## config.mk

```make
export PLATFORM = sky130hd
export DESIGN_NAME = mem_arbiter_rr
export DESIGN_NICKNAME = d
export VERILOG_FILES = /design/src/rtl/mem_arbiter_rr.sv
export SDC_FILE = /design/constraint.sdc
export NUM_CORES = 1
export LEC_CHECK = 0
export CORE_AREA = 4 4 153 155
export DETAILED_ROUTE_END_ITERATION = 12
export DIE_AREA = 0 0 157 159
export DONT_BUFFER_PORTS = 1
export GPL_TIMING_DRIVEN = 0
export PLACE_DENSITY_LB_ADDON = 0.08
export SLEW_MARGIN = 20
export SYNTH_ARGS = -nofsm -noshare
export SYNTH_HDL_FRONTEND = slang
export SYNTH_SLANG_ARGS = --single-unit
```

## constraint.sdc

```tcl
create_clock -name clk -period 3.3 [get_ports clk]
set_clock_uncertainty 0.05 [all_clocks]
set_input_delay 0.99 -clock clk [delete_from_list [all_inputs] [get_ports clk]]
set_output_delay 0.99 -clock clk [all_outputs]
set_load 0.01 [all_outputs]
```

## src/rtl/mem_arbiter_rr.sv

```systemverilog
// N-port arbiter multiplexing cache-side read/write requests onto one main-memory
// four-phase req/ack channel, round-robin or fixed-priority grant, one transaction in flight.
module mem_arbiter_rr #(
   parameter int unsigned NPORTS  = 3,
   parameter int unsigned WIDTH   = 32,
   parameter int unsigned ADDR_W  = 32,
   parameter bit          RR_MODE = 1'b1
) (
   input  logic                                          clk,
   input  logic                                          reset,
   input  logic [NPORTS-1:0]                             req,
   input  logic [NPORTS-1:0]                             req_rw,
   input  logic [NPORTS*ADDR_W-1:0]                      req_addr,
   input  logic [NPORTS*WIDTH-1:0]                       req_wdata,
   output logic [NPORTS-1:0]                             ack,
   output logic [NPORTS*WIDTH-1:0]                       rdata,
   output logic                                          mem_enable,
   output logic                                          mem_rw,
   output logic [ADDR_W-1:0]                             mem_addr,
   output logic [WIDTH-1:0]                              mem_data_in,
   input  logic                                          mem_ack,
   input  logic [WIDTH-1:0]                              mem_data_out,
   output logic [((NPORTS > 1) ? $clog2(NPORTS) : 1)-1:0] grant_id,
   output logic                                          busy
);

   localparam int unsigned GW = (NPORTS > 1) ? $clog2(NPORTS) : 1;

   typedef enum logic [1:0] {
      S_IDLE  = 2'd0,
      S_ISSUE = 2'd1,
      S_DONE  = 2'd2
   } state_t;

   state_t                    state_q, state_d;
   logic [NPORTS-1:0]         ack_q, ack_d;
   logic [NPORTS*WIDTH-1:0]   rdata_q, rdata_d;
   logic                      mem_enable_q, mem_enable_d;
   logic                      mem_rw_q, mem_rw_d;
   logic [ADDR_W-1:0]         mem_addr_q, mem_addr_d;
   logic [WIDTH-1:0]          mem_data_in_q, mem_data_in_d;
   logic [GW-1:0]             grant_id_q, grant_id_d;
   logic                      busy_q, busy_d;
   logic [GW-1:0]             ptr_q, ptr_d;

   logic                      win_found;
   logic [GW-1:0]             win_idx;
   int unsigned               scan_idx;

   // Winner select: scan downward so the last hit is the first port in priority order
   always_comb begin
      win_found = 1'b0;
      win_idx   = '0;
      scan_idx  = '0;
      for (int k = int'(NPORTS) - 1; k >= 0; k--) begin
         scan_idx = RR_MODE ? ((32'(ptr_q) + 32'(k)) % NPORTS) : 32'(k);
         if (req[scan_idx]) begin
            win_found = 1'b1;
            win_idx   = GW'(scan_idx);
         end
      end
   end

   always_comb begin
      state_d       = state_q;
      ack_d         = ack_q;
      rdata_d       = rdata_q;
      mem_enable_d  = mem_enable_q;
      mem_rw_d      = mem_rw_q;
      mem_addr_d    = mem_addr_q;
      mem_data_in_d = mem_data_in_q;
      grant_id_d    = grant_id_q;
      ptr_d         = ptr_q;

      unique case (state_q)
         S_IDLE: begin
            if (win_found && !mem_ack) begin
               mem_rw_d      = req_rw[win_idx];
               mem_addr_d    = req_addr[32'(win_idx)*ADDR_W +: ADDR_W];
               mem_data_in_d = req_wdata[32'(win_idx)*WIDTH +: WIDTH];
               grant_id_d    = win_idx;
               mem_enable_d  = 1'b1;
               state_d       = S_ISSUE;
            end
         end
         S_ISSUE: begin
            // Port inputs are ignored here; only the memory side can advance
            if (mem_ack) begin
               mem_enable_d      = 1'b0;
               ack_d[grant_id_q] = 1'b1;
               if (mem_rw_q) begin
                  rdata_d[32'(grant_id_q)*WIDTH +: WIDTH] = mem_data_out;
               end
               state_d = S_DONE;
            end
         end
         S_DONE: begin
            // Both sides must return to zero before the channel is reused
            if (!req[grant_id_q] && !mem_ack) begin
               ack_d = '0;
               if (RR_MODE) begin
                  ptr_d = GW'((32'(grant_id_q) + 32'd1) % NPORTS);
               end
               state_d = S_IDLE;
            end
         end
         default: state_d = S_IDLE;
      endcase

      busy_d = (state_d != S_IDLE);
   end

   always_ff @(posedge clk) begin
      if (reset) begin
         state_q       <= S_IDLE;
         ack_q         <= '0;
         rdata_q       <= '0;
         mem_enable_q  <= 1'b0;
         mem_rw_q      <= 1'b0;
         mem_addr_q    <= '0;
         mem_data_in_q <= '0;
         grant_id_q    <= '0;
         busy_q        <= 1'b0;
         ptr_q         <= '0;
      end else begin
         state_q       <= state_d;
         ack_q         <= ack_d;
         rdata_q       <= rdata_d;
         mem_enable_q  <= mem_enable_d;
         mem_rw_q      <= mem_rw_d;
         mem_addr_q    <= mem_addr_d;
         mem_data_in_q <= mem_data_in_d;
         grant_id_q    <= grant_id_d;
         busy_q        <= busy_d;
         ptr_q         <= ptr_d;
      end
   end

   assign ack         = ack_q;
   assign rdata       = rdata_q;
   assign mem_enable  = mem_enable_q;
   assign mem_rw      = mem_rw_q;
   assign mem_addr    = mem_addr_q;
   assign mem_data_in = mem_data_in_q;
   assign grant_id    = grant_id_q;
   assign busy        = busy_q;

endmodule

```

After elaboration in Yosys (flattened, before gate mapping)
Cells that the tools add are included.
Widths: inputs -> output; s select.

word-level totals
  logic and storage cells = 77
  bits of input ports = 233
  ROM bits = 0
  bits in latches = 0
  bits in registers = 172
  output and inout port bits = 168
  bits in writable memories = 0
  memories kept = 0

cells by class
  $mul = 0
  reduce and logical (&&, ||, !) cells = 14
  divide/modulo/power cells = 4
  equality and inequality tests = 5
  bitwise gates (word level) = 1
  magnitude comparators = 6
  mux-type cells = 29
  add/sub/neg operators = 4
  shifts and indexed selects = 4

operator list
  kind                      number
  $shiftx 96x8->32          2
  $bwmux 96                 1
  $lt 32x3->1 const B       3
  $mod 32x2->32 const B     3
  $shift 32x34->96 const A  1
  $shiftx 32x34->96         1
  $neg 7->34                1
  $mod 2x2->32 const B      1
  $mux 2                    6
  $mux 1                    11
  $bmux 1 s2                5
  $reduce_and 3->1          3
  $add 2x1->3 const B       2
  $lt 2x3->1 const B        2
  $mux 3                    2
  $ne 2x2->1 const B        3
  $pmux 2 s3                1
  $pmux 3 s2                1
  $reduce_bool 2->1         3
  $reduce_and 2->1          2
  $add 2x2->3 const B       1
  $logic_and 1x1->1         3
  $or 3x3->3                1
  $demux 1 s2               1
  other kinds (6)           7

Depth between registers and ports, before layout
Gate-level depths: netlist (run 1).

  depth in word-level cells = 11
  depth in mapped cells = 10
  gate-level depth less buffers = 7

Worst setup path before layout (run 1)
No wires, ideal clock.

  path kind = input port to flip-flop
  from = input reset
  to = register mem_addr_q[0], in the netlist mem_addr[0]
  required time = 3.171 ns
  arrival time = 2.385 ns
  cell stages on the path = 7
  path buffers = 3
  path slack = 0.787 ns
  setup time = 0.079 ns
  path through = clkbuf_1 or4_1 a211oi_1 buf_2 clkbuf_1 nand2_1 o221ai_2

RTL lines
  what                  RTL line  source
  from (decl)           10        input logic reset,
  to (signal assigned)  131       mem_addr_q <= mem_addr_d;
  to (decl)             40        logic [ADDR_W-1:0] mem_addr_q, mem_addr_d;

Worst setup path after layout (run 1)
  from = register ptr_q[0]
  to = register mem_addr_q[25], in the netlist mem_addr[25]

on the way
  cells in the longest elaborated chain, start to end = 9
  elaborated cells between the ends (all ways) = 20
  those cells by class = 2 x add/sub; 3 x div; 1 x shift; 12 x mux; 2 x reduce/logical

RTL lines
  what                                                   RTL line  source
  from (decl)                                            44        logic [GW-1:0] ptr_q, ptr_d;
  from (signal assigned)                                 135       ptr_q <= ptr_d;
  branches (longest 9 deep; another with $mod 32x2->32)  n/a

Several ways; the timed one is not identified. The select of a mux whose other input is x is not followed.
A chain may end at the register's enable or synchronous reset.

==> metrics, run 1 <==
Ys Warns=0; Initial DRT Pass Iterations=8; synthesized-area fraction occupied by and/or/nand/nor cells=16.9%; Synth Cell Area=7800 um2; largest family of logic cells by synthesized area=compound AO/OA/AOI/OAI gates; CTS tree=done; Largest delay share family, worst path=buffers and inverters; Slowest-stage cell, CP=ha_1; CP bufs+invs=3; leak pwr=0.00307 uW; post-route ant nets=0; syn_nets=1127; complex-gate fraction of the synthesized area=19.9%; vias=6409; htree depth=4; WL final=26.9 mm; first-pass GRT wire length=39.4 mm; worst hold path class=register to register; count of different cell masters after synthesis=40; RSZ-0062 raised after global routing=no; CTS sink cnt=172; DRC Markers=0; sum of negative setup slack=0 ns; Die Height=159 um; Slew Limit Fails=0; flops & latches, synth=172; DR iter-0 viols=321; Mapped Cells=884; sequential area share after synthesis=44.2%; Clock transition at path regs=0.08 ns; Core Area=21800 um2; Worst setup EP type=register; status=finished clean; Nets=1146; combinational power share=9.5%; Post-CTS Hold Buffers=0; Final period util=83.3%; post-synthesis xor/xnor area fraction=0%; post_cts resized=0; root buffer cell=clkbuf_16; syn avg cell area=8.82 um2; share of post-route cells with drive strength above 1=13.1%; Peak VDD IR=0.262 mV; Psw=1390 uW; Clk pwr share=42.9%; DP Wirelength=21.1 mm; P_int=3390 uW; MaxCap Viol Count=0; Placer Congestion=0.808; CP max FO=10; Max-slew headroom=47.2%; Worst-Skew Late Latency=0.43 ns; fill count=2253; Layout area overhead=12.4%; slowest stage delay, CP=0.45 ns; Final Critical Period=2.75 ns; Reg power frac=47.6%; final hold violation count=0; row count=54; number of global-route vias before repair=6321; Initial Utilization=35.7%; mux cell area share after synthesis=9.04%; Port-buffer cells=0; Synth Area in Adders=1.60%; Crit Path Class=register to register; pwr dens=545 nW/um2; initial antenna violation count=0; maximum buffer depth of the clock tree=2; Sw Ratio=29.1%; Slew @ Worst Pin=0.786 ns; Req. time, crit path=3.55 ns; vias per cell=5.36; WP data arrival=3.00 ns; Avg WL per Cell=22.5 um; Post-CTS Setup Inserts=0; num ports=401; GRT overflow=0; fmax=364 MHz; Die Area=25000 um2; WHS=0.454 ns; Final Setup Violations=0; Num CTS Buffers=17; worst path cell trace=inv_1, ha_1, nand2b_1, o31ai_1, o2bb2ai_1, buf_4, buf_2, mux2i_1, o221ai_2; Total GRT Usage=20.6%; Chip Width=157 um; Ant. Diodes=0; largest net degree at the start of global routing=20; startpoint types=register
==> cell families (layout without fill, tap and decap cells) <==
logic type | after synthesis | count (layout)
simple gates | 297 | 297
fa+ha+maj | 10 | 10
flops | 172 | 172
buf+inv | 148 | 180
compound gates | 188 | 188
mux | 69 | 69
==> placed cells by master (no fill, tap or decap), types with 2 or more instances in the layout <==
cell type	netlist	layout
dfxtp_1	172	172
nand2_1	167	167
a21oi_1	104	104
nand3_1	100	100
inv_1	75	75
mux2i_1	67	67
o221ai_2	50	50
clkbuf_1	41	41
buf_2	18	18
clkbuf_16	0	17
o221ai_1	15	15
ha_1	10	10
buf_6	7	7
clkinv_8	0	7
nor2b_1	6	6
buf_4	6	6
o21ai_0	6	6
nor2_1	4	4
and3_1	4	4
or3_1	4	4
nand2b_1	3	3
nand3b_1	3	3
clkinv_4	0	3
inv_6	0	3
nor3_1	2	2
a211oi_1	2	2
==> final cells by class <==
class | instances | area, um2 | share of cell area [%]
well taps | 280 | 350 | 4.00
flip-flops and latches | 172 | 3440 | 39.3
clock inverters | 14 | 178 | 2.03
clock buffers | 18 | 439 | 5.01
multi-input cells | 564 | 3700 | 42.2
inverters | 75 | 282 | 3.21
plain buffers | 73 | 373 | 4.25
==> stage by stage <==
step                setup slack, ns  util [%]  instance area, um2  power, uW  std cells
finish                        0.552      40.2                8760       4780       1196
global route                  0.268      40.2                8760       4990       1196
CTS                           0.493      40.2                8760       4850       1196
detailed placement            0.177      37.3                8150       2790       1164
global placement              0.201      37.3                8150       2790       1164
floorplan                     0.787         -                7800       2650        884
==> final timing paths <==
check,depth (start not counted),to,slack [ns],startpoint
max reg2reg,9,mem_addr[25],0.55,ptr_q[0]
max,9,mem_addr[25],0.55,ptr_q[0]
min reg2reg,2,rdata[57],0.45,rdata[57]
min,2,rdata[57],0.45,rdata[57]
==> cell usage after synthesis (all sizes together) <==
cell type  count  area [um2]
o211ai         1        7.51
nor3           2        10.0
o2bb2ai        1        8.76
mux2           1        11.3
or2            1        6.26
and3           4        25.0
a21bo          1        10.0
a211oi         2        15.0
nand2b         3        18.8
a21boi         1        7.51
mux2i         68         693
dfxtp        172        3440
nor2b          6        37.5
o21bai         1        7.51
nand3        100         500
nand4bb        1        11.3
a31oi          1        6.26
nand3b         3        22.5
a2111oi        2        36.3
nor2           4        15.0
buf           31         214
nand2        167         627
or3            4        25.0
o31ai          1        7.51
or3b           1        8.76
ha            10         125
a21oi        105         529
o221ai        65         882
inv           75         282
or4            1        7.51
clkbuf        42         159
o22ai          1        6.26
o21ai          6        30.0
==> per-layer routing <==
layer  global-route usage, %  routed length [um]  vias to the layer above
li1                        -                   -                     3110
met1                    24.9               10700                     2998
met2                    33.4               13000                      271
met3                    8.94                2800                       30
met4                    5.29                 456                        0
met5                       0                   0                        -
==> worst reg2reg max path, cell delays in order, from the launching register on <==
cell       delay (ns)
dfxtp_1          0.37
inv_1            0.09
ha_1             0.45
nand2b_1         0.17
o31ai_1          0.08
o2bb2ai_1        0.22
buf_4            0.27
buf_2            0.37
mux2i_1          0.42
o221ai_2         0.13
==> power by group through the flow <==
| stage | combinational [uW] | clock (uW) | sequential [uW] |
|---|---|---|---|
| 5_1_grt | 499 | 2200 | 2290 |
| 3_3_place_gp | 457 | 0 | 2330 |
| 6_report | 453 | 2050 | 2280 |
| 3_5_place_dp | 459 | 0 | 2330 |
| 2_1_floorplan | 366 | 0 | 2290 |
| 4_1_cts | 459 | 2110 | 2280 |
==> state kept, by name (all words and copies together), names as in the netlist <==
signal	count
mem_rw	1
ptr_q	2
grant_id	2
mem_addr	32
state_q	2
busy	1
ack	3
mem_data_in	32
mem_enable	1
rdata	96
Power figures use the tool's default switching activity.
==> inputs of run 2 (changes only) <==
--- a/config.mk
+++ b/config.mk
@@ -5,9 +5,9 @@
 export SDC_FILE = /design/constraint.sdc
 export NUM_CORES = 1
 export LEC_CHECK = 0
-export CORE_AREA = 4 4 153 155
+export CORE_AREA = 4 4 155 157
 export DETAILED_ROUTE_END_ITERATION = 12
-export DIE_AREA = 0 0 157 159
+export DIE_AREA = 0 0 159 161
 export DONT_BUFFER_PORTS = 1
 export GPL_TIMING_DRIVEN = 0
 export PLACE_DENSITY_LB_ADDON = 0.08
==> constraint.sdc (replaced) <==
create_clock -name clk -period 2.9 [get_ports clk]
set_clock_uncertainty 0.05 [all_clocks]
set_input_delay 0.87 -clock clk [delete_from_list [all_inputs] [get_ports clk]]
set_output_delay 0.87 -clock clk [all_outputs]
set_load 0.01 [all_outputs]
==> run 2 against run 1 <==
Net effect:
- cell count grew 0.42%
- worst setup slack lost 0.35 ns
- largest cell class unchanged
- non-clock buffer count is the same
- first-iteration DRC count shrank 8.1%
- critical path type unchanged
- highest routed layer unchanged
==> metrics, run 2 (synthesis results as in run 1) <==
status=finished clean; Core Area=22500 um2 (+3.1%); GRT Max-Usage Layer=met2; CP max FO=10 (unchanged); Reg power frac=48.2% (+0.6 points); Hold Crit Start=rdata[65]; htree depth=4 (unchanged); post-route ant nets=0 (unchanged); worst reg2reg startpoint=ptr_q[0]; WP data arrival=2.96 ns (-0.04 ns); Final Critical Period=2.70 ns (-0.0513 ns); RSZ-0062 raised after global routing=no; number of global-route vias before repair=6389 (+1.1%); GRT overflow=0 (unchanged); Port-buffer cells=0 (unchanged); Worst-Skew Late Latency=0.43 ns (about the same); grt met1 use=24.9% (-0.048 points); Total GRT Usage=20.8% (+0.20 points); max FFs per register=96 (unchanged); Hold Path Cell Cnt=2 (unchanged); MaxCap Viol Count=0 (unchanged); Layout area overhead=12.2%; Crit Path Class=register to register; Final period util=93.0% (+9.7 points); Psw=1570 uW (+12%); met2 Usage GRT=33.7% (+0.25 points); commonest non-fill, non-tap cells in the layout=dfxtp_1 (172), nand2_1 (167), a21oi_1 (104); Placer Congestion=0.798 (-1.2%); Num CTS Buffers=17 (unchanged); Clock transition at path regs=0.08 ns (about the same); Final Setup Violations=0 (unchanged); fill count=2351 (+4.3%); Avg WL per Cell=23.0 um (+2.5%); fmax=371 MHz (+1.9%); Post-CTS Setup Inserts=0 (unchanged); DR iter-0 viols=295 (-8.1%); P_int=3810 uW (+13%); largest net degree at the start of global routing=19 (-5.0%); num ports=401 (unchanged); Slew @ Worst Pin=0.653 ns (-0.133 ns); non-filler cells, final=1201 (+0.42%); CTS sink cnt=172 (unchanged); WL final=27.7 mm (+2.9%); cell total after placement=1169 (+0.43%); row count=55 (+1.9%); Sw Ratio=29.1% (about the same); Initial Utilization=34.6% (-1.1 points); vias=6372 (-0.58%); Chip Width=159 um (+1.3%); Slew Limit Fails=0 (unchanged); startpoint types=register; DRC Markers=0 (unchanged); Worst setup EP type=register; maximum buffer depth of the clock tree=2 (unchanged); FF-to-FF End=mem_addr[2]; PnR worst setup slack=0.203 ns (-0.349 ns); worst hold path class=register to register; WHS=0.452 ns (-0.00211 ns); Worst Reg-to-Reg Cells=9 (unchanged); most common cell after layout, fill and taps aside=dfxtp_1; share of post-route cells with drive strength above 1=13.2% (+0.12 points); DP Wirelength=21.5 mm (+1.8%); Reg2Reg Setup Slack=0.20 ns (-0.35 ns); Peak VDD IR=0.333 mV (+27%); Initial DRT Pass Iterations=4 (-4); final core utilization=38.9% (-1.3 points); CTS tree=done; Nets=1146 (unchanged); Max-slew headroom=56.4% (+9.3 points); first-pass GRT wire length=41.1 mm (+4.3%); initial antenna violation count=1 (+1); Req. time, crit path=3.16 ns (-0.39 ns); routing usage on met3=8.83% (-0.11 points); Die Height=161 um (+1.3%); Clk pwr share=42.2% (-0.7 points); final hold violation count=0 (unchanged); leak pwr=0.00306 uW (-0.58%); root buffer cell=clkbuf_16; combinational power share=9.6% (about the same); worst hold path endpoint=rdata[65]; Die Area=25600 um2 (+2.5%); vias per cell=5.31 (-0.99%); pwr dens=615 nW/um2 (+13%); Placement Setup Slack=-0.0495 ns (-0.226 ns)
[run 2: cell types whose count changed in the layout (fill, tap and decap cells not counted), sizes merged]
cell	previous run	this run
inv	79	80
diode	0	1
clkinvlp	0	2
clkinv	10	7
buf	31	30
[run 2: cell type report]
cell class	count	area (um2)	area share, %
plain buffers	73	375	4.29
clock buffers	17	425	4.86
well taps	285	357	4.08
clock inverters	14	155	1.77
flip-flops and latches	172	3440	39.4
inverters	75	282	3.22
diodes	1	2.50	0.0286
multi-input cells	564	3710	42.4
[run 2: repair_timing]
action,CTS,global route
setup endpoints to repair,0,32
gates resized for setup,0,3
hold buffers,0,0
[run 2: power by group through the flow]
stage               sequential (uW)  clock (uW)  combinational (uW)
CTS                            2590        2330                 526
global route                   2600        2440                 574
detailed placement             2650           0                 526
floorplan                      2600           0                 416
finish                         2590        2270                 519
global placement               2650           0                 522
[run 2: routing by layer]
layer / wire length, um / part of all wire [%]
met4: 701 / 2.5
met1: 11400 / 41
met5: 0 / 0
met3: 2590 / 9.4
met2: 13000 / 47
[run 2: worst max-delay path by stage]
stage | startpoint | to | slack [ns]
after global placement | reset | mem_addr[24] | -0.10
final | ptr_q[0] | mem_addr[2] | 0.20
after CTS | grant_id[0] | rdata[51] | 0.06
after global routing | grant_id[0] | rdata[23] | 0.06
after floorplan | reset | mem_addr[0] | 0.51
after detailed placement | reset | mem_addr[24] | -0.05
[run 2: critical path, stage by stage, from the launching register on]
cell and delay (ns):
dfxtp_1 0.37, inv_1 0.09, ha_1 0.44, nand2b_1 0.16, o31ai_1 0.09, o2bb2ai_1 0.26, buf_4 0.29, clkbuf_4 0.31
mux2i_1 0.38, o221ai_2 0.12
[run 2: stage by stage]
stage / cell area (um2) / total power (uW) / TNS [ns]
after floorplan: 7800 / 3020 / 0
after global placement: 8150 / 3170 / -0.395
after detailed placement: 8150 / 3170 / -0.0961
after CTS: 8730 / 5450 / 0
after global routing: 8750 / 5620 / 0
final: 8750 / 5380 / 0
